[src/rtl/fifo_arb_pkg.sv]
// Shared types and helpers for the FIFO write-port arbiter.
// Default sizes, FSM state type and modulo index increment.
package fifo_arb_pkg;

  typedef enum logic {
    IDLE  = 1'b0,
    BURST = 1'b1
  } arb_state_t;

  localparam int DEF_NREQ      = 4;
  localparam int DEF_DSIZE     = 8;
  localparam int DEF_MAX_BURST = 4;

  // Explicit wrap so non-power-of-two requester counts work.
  function automatic int next_idx(input int idx, input int n);
    return (idx + 1 >= n) ? 0 : idx + 1;
  endfunction

endpackage

[src/rtl/fifo_write_arbiter_rr_pick.sv]
// Round-robin priority picker: first set req bit at or after
// rr_ptr, wrapping modulo NREQ. Purely combinational.
module rr_pick
  import fifo_arb_pkg::*;
#(
  parameter int NREQ = DEF_NREQ,
  localparam int IW = (NREQ > 1) ? $clog2(NREQ) : 1
) (
  input  logic [NREQ-1:0] req,
  input  logic [IW-1:0]   rr_ptr,
  output logic            valid,
  output logic [IW-1:0]   idx
);

  int          c;
  logic [IW-1:0] ci;

  // Scan offsets 0..NREQ-1 from rr_ptr; the first hit wins.
  always_comb begin
    valid = 1'b0;
    idx   = '0;
    c     = 0;
    ci    = '0;
    for (int k = 0; k < NREQ; k++) begin
      c = int'(rr_ptr) + k;
      if (c >= NREQ) c = c - NREQ;
      ci = IW'(c);
      if (!valid && req[ci]) begin
        valid = 1'b1;
        idx   = ci;
      end
    end
  end

endmodule

[src/rtl/fifo_write_arbiter.sv]
// Round-robin, burst-locked sharing of the async FIFO write port.
// One dead cycle per ownership change; never writes while wfull.
module fifo_write_arbiter
  import fifo_arb_pkg::*;
#(
  parameter int NREQ      = DEF_NREQ,
  parameter int DSIZE     = DEF_DSIZE,
  parameter int MAX_BURST = DEF_MAX_BURST,
  localparam int IW = (NREQ > 1) ? $clog2(NREQ) : 1,
  localparam int CW = $clog2(MAX_BURST + 1)
) (
  input  logic                  wclk,
  input  logic                  wrst,
  input  logic [NREQ-1:0]       req,
  input  logic [NREQ*DSIZE-1:0] req_data,
  input  logic                  wfull,
  output logic [NREQ-1:0]       gnt,
  output logic                  winc,
  output logic [DSIZE-1:0]      wdata,
  output logic                  busy,
  output logic [IW-1:0]         owner
);

  arb_state_t    state, state_n;
  logic [IW-1:0] rr_ptr, rr_n;
  logic [IW-1:0] owner_n;
  logic [CW-1:0] burst_cnt, cnt_n;

  logic          pick_valid;
  logic [IW-1:0] pick_idx;
  logic          own_req;
  logic          accept;
  logic          last;
  logic [IW-1:0] nxt_owner;

  logic [DSIZE-1:0] slot [NREQ];

  for (genvar i = 0; i < NREQ; i++) begin : g_slot
    assign slot[i] = req_data[i*DSIZE +: DSIZE];
  end

  rr_pick #(
    .NREQ (NREQ)
  ) u_pick (
    .req    (req),
    .rr_ptr (rr_ptr),
    .valid  (pick_valid),
    .idx    (pick_idx)
  );

  assign own_req   = req[owner];
  assign accept    = (state == BURST) && own_req && !wfull;
  assign last      = (burst_cnt == CW'(MAX_BURST - 1));
  assign nxt_owner = IW'(next_idx(int'(owner), NREQ));

  // State, ownership and burst counter registers.
  always_ff @(posedge wclk) begin
    if (wrst) begin
      state     <= IDLE;
      rr_ptr    <= '0;
      owner     <= '0;
      burst_cnt <= '0;
    end else begin
      state     <= state_n;
      rr_ptr    <= rr_n;
      owner     <= owner_n;
      burst_cnt <= cnt_n;
    end
  end

  // Next state: pick in IDLE, count/stall/release in BURST.
  always_comb begin
    state_n = state;
    rr_n    = rr_ptr;
    owner_n = owner;
    cnt_n   = burst_cnt;
    unique case (state)
      IDLE: begin
        if (pick_valid && !wfull) begin
          state_n = BURST;
          owner_n = pick_idx;
          cnt_n   = '0;
        end
      end
      BURST: begin
        if (!own_req) begin
          state_n = IDLE;
          rr_n    = nxt_owner;
        end else if (!wfull) begin
          cnt_n = burst_cnt + CW'(1);
          if (last) begin
            state_n = IDLE;
            rr_n    = nxt_owner;
          end
        end
      end
      default: ;
    endcase
  end

  // Outputs: zero-latency grant/write, all forced low in reset.
  always_comb begin
    gnt   = '0;
    winc  = 1'b0;
    wdata = '0;
    busy  = (state == BURST);
    if (!wrst && accept) begin
      gnt[owner] = 1'b1;
      winc       = 1'b1;
      wdata      = slot[owner];
    end
  end

endmodule

[config.mk]
export PLATFORM = sky130hd
export DESIGN_NAME = fifo_write_arbiter
export DESIGN_NICKNAME = d
export VERILOG_FILES = /design/src/rtl/fifo_arb_pkg.sv /design/src/rtl/fifo_write_arbiter_rr_pick.sv /design/src/rtl/fifo_write_arbiter.sv
export SDC_FILE = /design/constraint.sdc
export NUM_CORES = 1
export LEC_CHECK = 0
export CAP_MARGIN = 0
export CORE_MARGIN = 1.5
export CORE_UTILIZATION = 37
export DETAILED_ROUTE_END_ITERATION = 8
export PLACE_DENSITY_LB_ADDON = 0.15
export SETUP_SLACK_MARGIN = 0.02
export SLEW_MARGIN = 20
export SYNTH_ARGS = -nofsm -noshare
export SYNTH_HDL_FRONTEND = slang
export SYNTH_SLANG_ARGS = --single-unit
[constraint.sdc]
create_clock -name wclk -period 5.36 [get_ports wclk]
set_input_delay 1.072 -clock wclk [delete_from_list [all_inputs] [get_ports wclk]]
set_output_delay 1.072 -clock wclk [all_outputs]
set_load 0.005 [all_outputs]
* After elaboration in Yosys (flattened, before gate mapping) *
Cells that the tools add are included.

operators by class
  add/subtract/negate cells = 9
  multiply operators = 0
  divide/modulo/power cells = 0
  order comparisons = 12
  eq/ne operators = 6
  shift operators = 0
  multiplexer cells = 43
  bitwise logic cells = 2
  reductions and logical operators = 16

operators with widths
  kind                                                                                 number
  2-bit two-way mux                                                                    12
  8-bit two-way mux                                                                    3
  8-bit binary-select mux with 2-bit select                                            1
  3-bit greater-or-equal comparator, second input constant                             5
  2-bit by 3-bit less-than comparator with 1-bit output, second input constant         5
  1-bit two-way mux                                                                    15
  1-bit binary-select mux with 2-bit select                                            5
  3-bit two-way mux                                                                    3
  1-bit logical AND                                                                    8
  2-bit by 1-bit subtractor with 2-bit output, second input constant                   4
  2-bit by 1-bit adder with 3-bit output, second input constant                        2
  2-bit by 2-bit adder with 3-bit output, second input constant                        2
  2-bit inequality test, second input constant                                         3
  3-bit one-hot mux with 2 select lines                                                1
  3-bit AND reduction                                                                  2
  1-bit zero test                                                                      5
  4-bit two-way mux                                                                    1
  2-bit by 1-bit inequality test with 1-bit output, second input constant              2
  3-bit by 1-bit adder with 3-bit output, second input constant                        1
  3-bit by 2-bit equality test with 1-bit output, second input constant                1
  2-bit by 3-bit greater-or-equal comparator with 1-bit output, second input constant  1
  2-bit NOT with 3-bit output                                                          1
  1-bit demux with 2-bit select                                                        1
  2-bit by 1-bit greater-or-equal comparator with 1-bit output, second input constant  1
  other kinds (3)                                                                      3

word-level totals
  register bits = 8
  bits in latches = 0
  bits in writable memories = 0
  bits in read-only memories = 0
  input bits = 39
  output and inout port bits = 16
  word-level logic and storage cells = 92
  memories = 0

* Longest topological paths before layout *
Gate-level depths: netlist (run 1).

  word-level depth = 17
  depth in mapped cells = 6
  mapped depth without buffers = 6

* Cells and area by module *
A second synthesis (run 1) with hierarchy kept.

unflattened totals
  cells, all modules = 90
  area, all modules = 848.3 um^2

modules (own cells, without submodules)
  module              times used  cells each  area an instance (um^2)  sequential area each (um^2)
  fifo_write_arbiter  1           75          770.7                    160.2
  rr_pick             1           15          77.6                     0.0

* Worst setup path after synthesis (run 1) *
Ideal clock, no wire load.

  path kind = input port to output port
  from = input port req[3]
  to = output port gnt[1]
  arrival time = 2.033 ns
  data required time = 4.288 ns
  slack = 2.255 ns
  stages on the path = 5
  path buffers = 1
  cells stage by stage = mux4_2 -> nand2_1 -> nor3_2 -> buf_2 -> and2_1

between the ends
  cells in the longest elaborated chain, start to end = 6

ends and longest elaborated chain
  element                                    RTL line                   text
  start: declaration                         fifo_write_arbiter.sv:14   input logic [NREQ-1:0] req,
  1-bit binary-select mux with 2-bit select  fifo_write_arbiter.sv:51   assign own_req = req[owner];
  1-bit two-way mux (not written as such)    fifo_write_arbiter.sv:51
  1-bit logical AND (2 in series)            fifo_write_arbiter.sv:52   assign accept = (state == BURST) && own_req && !wfull;
  1-bit logical AND                          fifo_write_arbiter.sv:107  if (!wrst && accept) begin
  4-bit two-way mux                          fifo_write_arbiter.sv:107
  end: declaration                           fifo_write_arbiter.sv:17   output logic [NREQ-1:0] gnt,

No other way between the ends. The select of a mux whose other input is x is not followed.

* Worst setup path after layout (run 1) *
  from = input port req[0]
  to = output port wdata[4]

between the ends
  cells in the longest elaborated chain, start to end = 6

ends and longest elaborated chain
  element                                    RTL line                   text
  1-bit binary-select mux with 2-bit select  fifo_write_arbiter.sv:51
  1-bit two-way mux (not written as such)    fifo_write_arbiter.sv:51
  1-bit logical AND (2 in series)            fifo_write_arbiter.sv:52
  1-bit logical AND                          fifo_write_arbiter.sv:107
  8-bit two-way mux                          fifo_write_arbiter.sv:107
  end: declaration                           fifo_write_arbiter.sv:19   output logic [DSIZE-1:0] wdata,

No other way between the ends. The select of a mux whose other input is x is not followed.

==> flow_summary_export.csv, run 1 <==
group,metric,value,unit
status,status,"completed",
drt,drt_iter0_drc,10,
final_layout,syn2layout_area_growth,74.7,%
power_and_ir_drop,pwr-share-clk,24.5,%
power_and_ir_drop,ir_drop,0.128,mV
global_routing,grt_pass1_wl,4180,µm
final_layout,diodes,0,
global_routing,grt_antenna_before_repair,0,
timing,tns,0,ns
clocking,cts_setup_buffers,0,
drt,top_layer,"met3",
timing,setup_ws,0.958,ns
setup_path,rr_startpoint,"owner[0]",
worst_hold_path,min_from,"burst_cnt[1]",
die,ios,55,
global_routing,grt_pass1_vias,850,
clocking,clock_sinks,8,
clocking,clk_latency,0.24,ns
die,coreArea,1960,µm²
drt,wl_met1,1000,µm
worst_hold_path,hold_class,"reg -> reg",
synth,syn_area,776,µm²
synth,yosys_warnings,0,
setup_path,start_kind,"input pin",
clocking,ctsHoldBuffers,0,
placement,dp_slack,0.927,ns
synth,synth_top_area_cell,"mux4_2",
setup_path,setup.worst_path.start,"req[0]",
drt,drtAntennaViolNets,0,
clocking,root_buffer,"clkbuf_4",
clocking,clockBufferDepth,2,
timing,fmax,0.227,GHz
clocking,cts_tree,"yes",
global_routing,grt_usage,22.7,%
die,dieArea,2380,µm²
synth,async_flop_share,0,%
power_and_ir_drop,intPower,0.133,mW
placement,place.gp.congestion,0.839,
setup_path,r2r_end,"burst_cnt[0]",
timing,rsz0062_at_grt,"false",
clocking,htree_levels,1,
timing,min_period_over_period,82.1,%
drt,firstDrtPassIters,4,
power_and_ir_drop,cellLeakagePower,0.490,nW
drt,vias,825,
setup_path,worst-setup-path-type,"in -> out",
setup_path,arrival,3.33,ns
synth,syn-num-nets,125,
synth,synth.most_common_cell,"and2_1",
timing,tightestPinTransition,0.767,ns
global_routing,grt_overflow,0,
drt,wl_per_cell,14.6,µm
synth,yosys.area.top_type_share,26.1,%
synth,synth_area_leaders,"mux4_2, dfxtp_1, and2_1",
timing,setup_viol,0,
power_and_ir_drop,combPwrFrac,36.1,%
setup_path,required,4.29,ns
clocking,clk_pin_slew,0.05,ns
worst_hold_path,whs_path_depth,1,
die,chipHeight,48.8,µm
flow_run,cap_violations,0,
die,rows,16,
drt,route.met2.wl,1130,µm
power_and_ir_drop,pwr-share-seq,39.4,%
timing,slew_headroom,48.8,%
synth,synth_edf_count,0,
power_and_ir_drop,p_sw,0.0411,mW
timing,hold_violations,0,
final_layout,final_core_util,69.1,%
global_routing,grt_start_max_net_pins,17,
synth,ys_top_cells_by_count,"and2_1, a21oi_1, mux4_2",
drt,vias_per_cell,5.16,
setup_path,crit_end,"wdata[4]",
placement,dp_hpwl,1880,µm
synth,ys_types,23,
die,start_util,39.5,%
setup_path,r2r_slack,3.16,ns
final_layout,drive_gt1_share,12.0,%
drt,drc_errors,0,
die,fp.dieW,48.8,µm
power_and_ir_drop,powerDensity,128,nW/µm²
synth,synthCells,80,
drt,wl,2330,µm
synth,syn_avg_cell_area,9.70,µm²
setup_path,end_kind,"primary output",
final_layout,nNetsFinal,180,
synth,synth_seq_cells,8,
timing,clock_skew,0.00164,ns
setup_path,cp_max_fo,16,
setup_path,reg2reg_depth,4,
clocking,ctsResizeCount,0,
placement,numPortBuffers,54,
synth,ys.flop_type,"dfxtp_1",
clocking,cts_buffers,3,
synth,synth-seq-area-share,20.6,%
timing,finalCriticalPeriod,4.40,ns
timing,final_max_slew_viol_count,0,
drt,wl_met3,196,µm
power_and_ir_drop,switching_share,23.6,%
[layout by cell type, fill, tap and decap left out]
cell | netlist | layout
clkbuf_4 | 0 | 3
nor3_2 | 1 | 1
or4_1 | 1 | 1
or3_4 | 1 | 1
o221ai_1 | 1 | 1
mux2i_1 | 2 | 2
ha_1 | 6 | 6
mux2_2 | 1 | 1
nor3_1 | 2 | 2
nand3_1 | 1 | 1
o31ai_1 | 1 | 1
a21oi_1 | 9 | 9
nand2_1 | 5 | 5
dfxtp_1 | 8 | 8
mux4_2 | 9 | 9
and2_1 | 12 | 12
a22o_1 | 2 | 2
o21a_1 | 1 | 1
nor2_1 | 3 | 3
nand2b_1 | 3 | 3
nor4_2 | 1 | 1
clkdlybuf4s50_1 | 0 | 54
inv_1 | 6 | 6
[critical path, stage by stage]
cell and delay [ns]:
clkdlybuf4s50_1 0.57, mux4_2 0.31, nand2_1 0.08, nor3_2 0.57, and2_1 0.23, clkdlybuf4s50_1 0.50
[sequential cells by signal (all words and copies together) (netlist names)]
name       flops
burst_cnt      3
busy           1
owner          2
rr_ptr         2
[power groups by stage]
stage,registers [mW],logic [mW],clock network (mW)
2_1_floorplan,0.0660,0.0277,0
3_3_place_gp,0.0699,0.0610,0
3_5_place_dp,0.0699,0.0627,0
4_1_cts,0.0687,0.0631,0.0452
5_1_grt,0.0696,0.0685,0.0487
6_report,0.0685,0.0628,0.0426
[worst min-delay path by stage]
stage / endpoint
after floorplan: burst_cnt[2]
after global placement: burst_cnt[1]
after detailed placement: burst_cnt[1]
after CTS: burst_cnt[2]
after global routing: burst_cnt[1]
final: burst_cnt[1]
[final cells by class]
type	instances	area, µm²
clock buffers	3	22.5
fillers	165	607
inverters	6	22.5
multi-input cells	62	576
flip-flops and latches	8	160
well taps	27	33.8
repair buffers	54	541
[routing by layer]
| layer | global-route usage [%] | vias to the layer above |
|---|---|---|
| met4 | 7.14 | 0 |
| met1 | 28.7 | 380 |
| met3 | 5.21 | 0 |
| met2 | 38.4 | 47 |
| met5 | 0 | - |
| li1 | - | 398 |
[per-stage QoR]
step / total power, mW / hold WS (ns) / area, µm² / cells
after floorplan: 0.0937 / 0.442 / 776 / 80
after global placement: 0.131 / 0.470 / 1330 / 157
after detailed placement: 0.133 / 0.471 / 1330 / 157
after CTS: 0.177 / 0.487 / 1360 / 160
after global routing: 0.187 / 0.518 / 1360 / 160
final: 0.174 / 0.484 / 1360 / 160
[cells by family (layout without fill, tap and decap cells)]
| kind of cell | after synthesis | after routing | synth area share, % |
|---|---|---|---|
| adders and majority gates | 6 | 6 | 9.68 |
| buffers and inverters | 10 | 63 | 5.16 |
| AOI/OAI and AO/OA | 14 | 14 | 11.1 |
| DFF | 8 | 8 | 20.6 |
| and+or+nand+nor | 30 | 30 | 23.2 |
| muxes | 12 | 12 | 30.2 |
No activity file was read; power rests on OpenSTA's default activity.
==> run 2: changes to the inputs <==
Settings changed: CORE_UTILIZATION 37 to 31.
Clock period 5.36 ns to 4 ns, I/O delays scaled along.
==> flow_summary_export.csv, run 2 (synthesized netlist as in run 1, its figures left out) <==
group,metric,value,unit
global_routing,grt_pass1_vias,832,
drt,drt_iter0_drc,4,
final_layout,layout_common_cells,"clkdlybuf4s50_1, and2_1, mux4_2, a21oi_1, dfxtp_1",
worst_hold_path,hold_class,"reg -> reg",
die,chipHeight,53.0,µm
power_and_ir_drop,ir_drop,0.309,mV
final_layout,max_flop_register,"burst_cnt",
final_layout,drive_gt1_share,13.3,%
clocking,clk_pin_slew,0.05,ns
die,rows,17,
final_layout,largest_reg_flops,3,
power_and_ir_drop,pwr-share-seq,36.3,%
die,ios,55,
placement,dp_slack,0.112,ns
setup_path,end_kind,"primary output",
die,coreArea,2300,µm²
timing,fmax,0.271,GHz
clocking,ctsHoldBuffers,0,
die,dieArea,2810,µm²
drt,firstDrtPassIters,2,
setup_path,required,3.20,ns
flow_run,cap_violations,0,
timing,finalCriticalPeriod,3.69,ns
timing,setup_viol,0,
power_and_ir_drop,switching_share,24.3,%
global_routing,grt_antenna_before_repair,0,
clocking,cts_tree,"yes",
timing,clock_skew,0.00415,ns
setup_path,worst-setup-path-type,"in -> out",
timing,setup_ws,0.314,ns
drt,vias,839,
global_routing,grt_util_met1,22.9,%
power_and_ir_drop,intPower,0.180,mW
global_routing,grt_start_max_net_pins,17,
timing,hold_violations,0,
die,fp.dieW,53.0,µm
final_layout,final_common_cell,"clkdlybuf4s50_1",
final_layout,reg_top3,"burst_cnt x3, owner x2, rr_ptr x2",
clocking,cts_buffers,3,
timing,rsz0062_at_grt,"false",
drt,drc_errors,0,
drt,wl_per_cell,14.4,µm
setup_path,cp_max_fo,16,
timing,tightestPinTransition,0.496,ns
final_layout,fillCellCount,215,
drt,drtAntennaViolNets,0,
final_layout,nNetsFinal,182,
setup_path,start_kind,"input pin",
power_and_ir_drop,p_sw,0.0578,mW
power_and_ir_drop,powerDensity,172,nW/µm²
global_routing,grt_overflow,0,
power_and_ir_drop,combPwrFrac,38.7,%
clocking,clock_sinks,8,
clocking,root_buffer,"clkbuf_4",
global_routing,grtUsageMet3,3.67,%
clocking,clk_latency,0.25,ns
power_and_ir_drop,cellLeakagePower,0.503,nW
global_routing,grt.busiest_layer,"met2",
clocking,htree_levels,1,
global_routing,grt_usage,18.3,%
global_routing,met2_usage,33.5,%
placement,place.gp.congestion,0.780,
drt,vias_per_cell,5.15,
global_routing,grt_pass1_wl,3750,µm
final_layout,diodes,0,
timing,slew_headroom,66.8,%
placement,numPortBuffers,54,
final_layout,regArea,160,µm²
drt,wl,2340,µm
timing,tns,0,ns
placement,dp_hpwl,1890,µm
timing,final_max_slew_viol_count,0,
power_and_ir_drop,pwr-share-clk,24.9,%
timing,min_period_over_period,92.2,%
clocking,clockBufferDepth,2,
final_layout,syn2layout_area_growth,77.6,%
setup_path,arrival,2.89,ns
final_layout,multi_input_area,582,µm²
die,start_util,33.8,%
status,status,"completed",
[run 2: cell count changes in the layout (fill, tap and decap cells not counted)]
cell and change:
buf_4 +2, nor3_2 -1, nor3_4 +1
[run 2: layer usage]
metal  share of wire [%]  up-vias
met5                   0        -
met4                   0        0
met3                 6.7        0
met2                  48       36
met1                  45      397
li1                    -      406
[run 2: worst max-delay path, cell delays in order]
cell             delay, ns
clkdlybuf4s50_1       0.57
mux4_2                0.30
nand2_1               0.09
nor3_4                0.41
and2_1                0.21
clkdlybuf4s50_1       0.50
[run 2: final timing paths]
kind,startpoint,to,slack [ns],cells after the start
max,req[0],gnt[0],0.31,6
min,burst_cnt[2],burst_cnt[2],0.48,1
max reg2reg,owner[0],rr_ptr[1],2.18,5
min reg2reg,burst_cnt[2],burst_cnt[2],0.48,1
[run 2: final cells by class]
class                           count  share of cell area, %
Timing Repair Buffer               56                   40.3
Sequential cell                     8                   11.6
Clock buffer                        3                   1.63
Inverter                            6                   1.63
Multi-Input combinational cell     62                   42.2
Tap cell                           28                   2.54
[run 2: repair_timing]
| action | in CTS | in global routing |
|---|---|---|
| gates resized for setup | 0 | 1 |
| endpoints found under the setup margin | 0 | 13 |
| buffers inserted | 0 | 0 |
| endpoints found under the hold margin | 0 | 0 |
[run 2: power groups by stage]
stage,clock (mW),sequential (mW),combinational [mW]
floorplan,0,0.0884,0.0371
global placement,0,0.0878,0.0895
detailed placement,0,0.0879,0.0919
CTS,0.0623,0.0862,0.0925
global route,0.0669,0.0867,0.100
finish,0.0591,0.0863,0.0919
[run 2: stage by stage]
stage	std cells	cell area, µm²	util, %	hold WS, ns	power [mW]
detailed placement	160	1350	58.7	0.470	0.180
CTS	163	1370	59.7	0.485	0.241
global route	163	1380	60.0	0.504	0.254
global placement	160	1350	58.7	0.457	0.177
finish	163	1380	60.0	0.478	0.237
floorplan	80	776	-	0.442	0.126
==> run 3: changes to the inputs <==
Settings changed: RECOVER_POWER set to 100.
==> flow_summary_export.csv, run 3 (synthesized netlist as in run 1, its figures left out) <==
group,metric,value,unit
timing,tns,0,ns
placement,place_inst,160,
clocking,htree_levels,1,
drt,drc_errors,0,
drt,drt_iter0_drc,12,
drt,firstDrtPassIters,2,
global_routing,grt_pass1_vias,832,
die,dieArea,2810,µm²
clocking,cts_tree,"yes",
clocking,clk_pin_slew,0.05,ns
setup_path,start_kind,"input pin",
setup_path,r2r_end,"rr_ptr[1]",
final_layout,drive_gt1_share,11.9,%
setup_path,required,3.20,ns
final_layout,reg_top3,"burst_cnt x3, owner x2, rr_ptr x2",
power_and_ir_drop,ir_drop,0.309,mV
global_routing,grt_overflow,0,
timing,fmax,0.264,GHz
final_layout,diodes,0,
final_layout,syn2layout_area_growth,75.8,%
timing,setup_viol,0,
setup_path,path_depth,6,
timing,rsz0062_at_grt,"false",
drt,wl_per_cell,14.4,µm
worst_hold_path,whs_path_depth,1,
die,ios,55,
final_layout,final_common_cell,"clkdlybuf4s50_1",
worst_hold_path,min_from,"burst_cnt[2]",
final_layout,max_flop_register,"burst_cnt",
die,start_util,33.8,%
global_routing,grt_start_max_net_pins,17,
setup_path,worst-setup-path-type,"in -> out",
global_routing,grt_usage,18.3,%
clocking,ctsHoldBuffers,0,
final_layout,layout_common_cells,"clkdlybuf4s50_1, mux4_2, a21oi_1",
setup_path,arrival,2.98,ns
setup_path,cp_slowest_stage_delay,0.62,ns
die,rows,17,
global_routing,grt_pass1_wl,3750,µm
clocking,clk_latency,0.25,ns
final_layout,nNetsFinal,182,
timing,min_period_over_period,94.6,%
timing,tightestPinTransition,0.726,ns
setup_path,cp_common_cell,"dlygate4sd3_1",
timing,slew_headroom,51.6,%
timing,clock_skew,0.00324,ns
die,fp.dieW,53.0,µm
setup_path,reg2reg_depth,5,
setup_path,crit_chain,"dlygate4sd3_1 > mux4_2 > nand2_1 > nor3_4 > and2_1 > dlygate4sd3_1",
placement,numPortBuffers,54,
worst_hold_path,hold_class,"reg -> reg",
timing,finalCriticalPeriod,3.78,ns
clocking,clockBufferDepth,2,
timing,final_max_slew_viol_count,0,
setup_path,end_kind,"primary output",
timing,hold_violations,0,
placement,place.gp.congestion,0.780,
global_routing,grt_antenna_before_repair,0,
timing,setup_ws,0.216,ns
power_and_ir_drop,powerDensity,172,nW/µm²
drt,vias,838,
drt,vias_per_cell,5.14,
flow_run,cap_violations,0,
worst_hold_path,hold_path_end,"burst_cnt[2]",
placement,dp_hpwl,1890,µm
setup_path,critPathTopFamily,"buffers and inverters",
setup_path,r2r_slack,2.18,ns
clocking,cts_buffers,3,
placement,dp_slack,0.112,ns
drt,wl,2340,µm
power_and_ir_drop,cellLeakagePower,0.516,nW
clocking,root_buffer,"clkbuf_4",
die,chipHeight,53.0,µm
setup_path,rr_startpoint,"owner[0]",
setup_path,cp_max_fo,16,
setup_path,slowest_stage,"dlygate4sd3_1",
final_layout,stdcell_count,163,
setup_path,crit_buf_inv,2,
status,status,"completed",
drt,drtAntennaViolNets,0,
die,coreArea,2300,µm²
clocking,clock_sinks,8,
final_layout,largest_reg_flops,3,
## run 3: changes by cell type in the layout (fill, tap and decap cells not counted), sizes merged
cell / change
dlygate4sd3: +8
buf: -1
clkbuf: +1
clkdlybuf4s50: -8
## run 3: what timing repair did
action                     4_1_cts  5_1_grt
setup endpoints to repair        0       13
resized for setup                0        1
buffers inserted                 0        0
## run 3: area by class of cell
type                       count  area [µm²]
sequential                     8         160
multi-input combinational     62         572
inverter                       6        22.5
tap                           28        35.0
timing repair buffer          56         552
clock buffer                   3        22.5
fill                         219         933
## run 3: metal layers
metal / global-route usage (%) / vias up / routed length [µm]
met1: 22.9 / 397 / 1060
met4: 1.28 / 0 / 0
met5: 0 / - / 0
met3: 3.67 / 0 / 156
met2: 33.5 / 36 / 1120
li1: - / 405 / -
## run 3: power by group
| part | switching (mW) | internal [mW] |
|---|---|---|
| clock network | 0.0250 | 0.0342 |
| registers | 0.00309 | 0.0831 |
| logic | 0.0292 | 0.0604 |
## run 3: per-stage QoR
stage	cell area, µm²	util, %	power [mW]	hold WS (ns)
CTS	1370	59.7	0.241	0.485
global placement	1350	58.7	0.177	0.457
finish	1360	59.4	0.235	0.477
detailed placement	1350	58.7	0.180	0.470
global route	1360	59.4	0.252	0.504
floorplan	776	-	0.126	0.442
## run 3: worst max path at each step
stage	start	to	slack (ns)
finish	req[3]	wdata[7]	0.22
global route	req[3]	wdata[1]	0.07
CTS	req[0]	gnt[0]	0.11
detailed placement	req[0]	gnt[0]	0.11
global placement	req[0]	wdata[7]	0.17
floorplan	req[3]	gnt[1]	1.44
## run 3: worst reg2reg max path, delay by kind of cell, from the launching register on
kind / cells / cell delay (ns)
flops: 1 / 0.30
buf+inv: 1 / 0.25
simple gates: 1 / 0.05
mux: 2 / 0.80
compound gates: 1 / 0.30
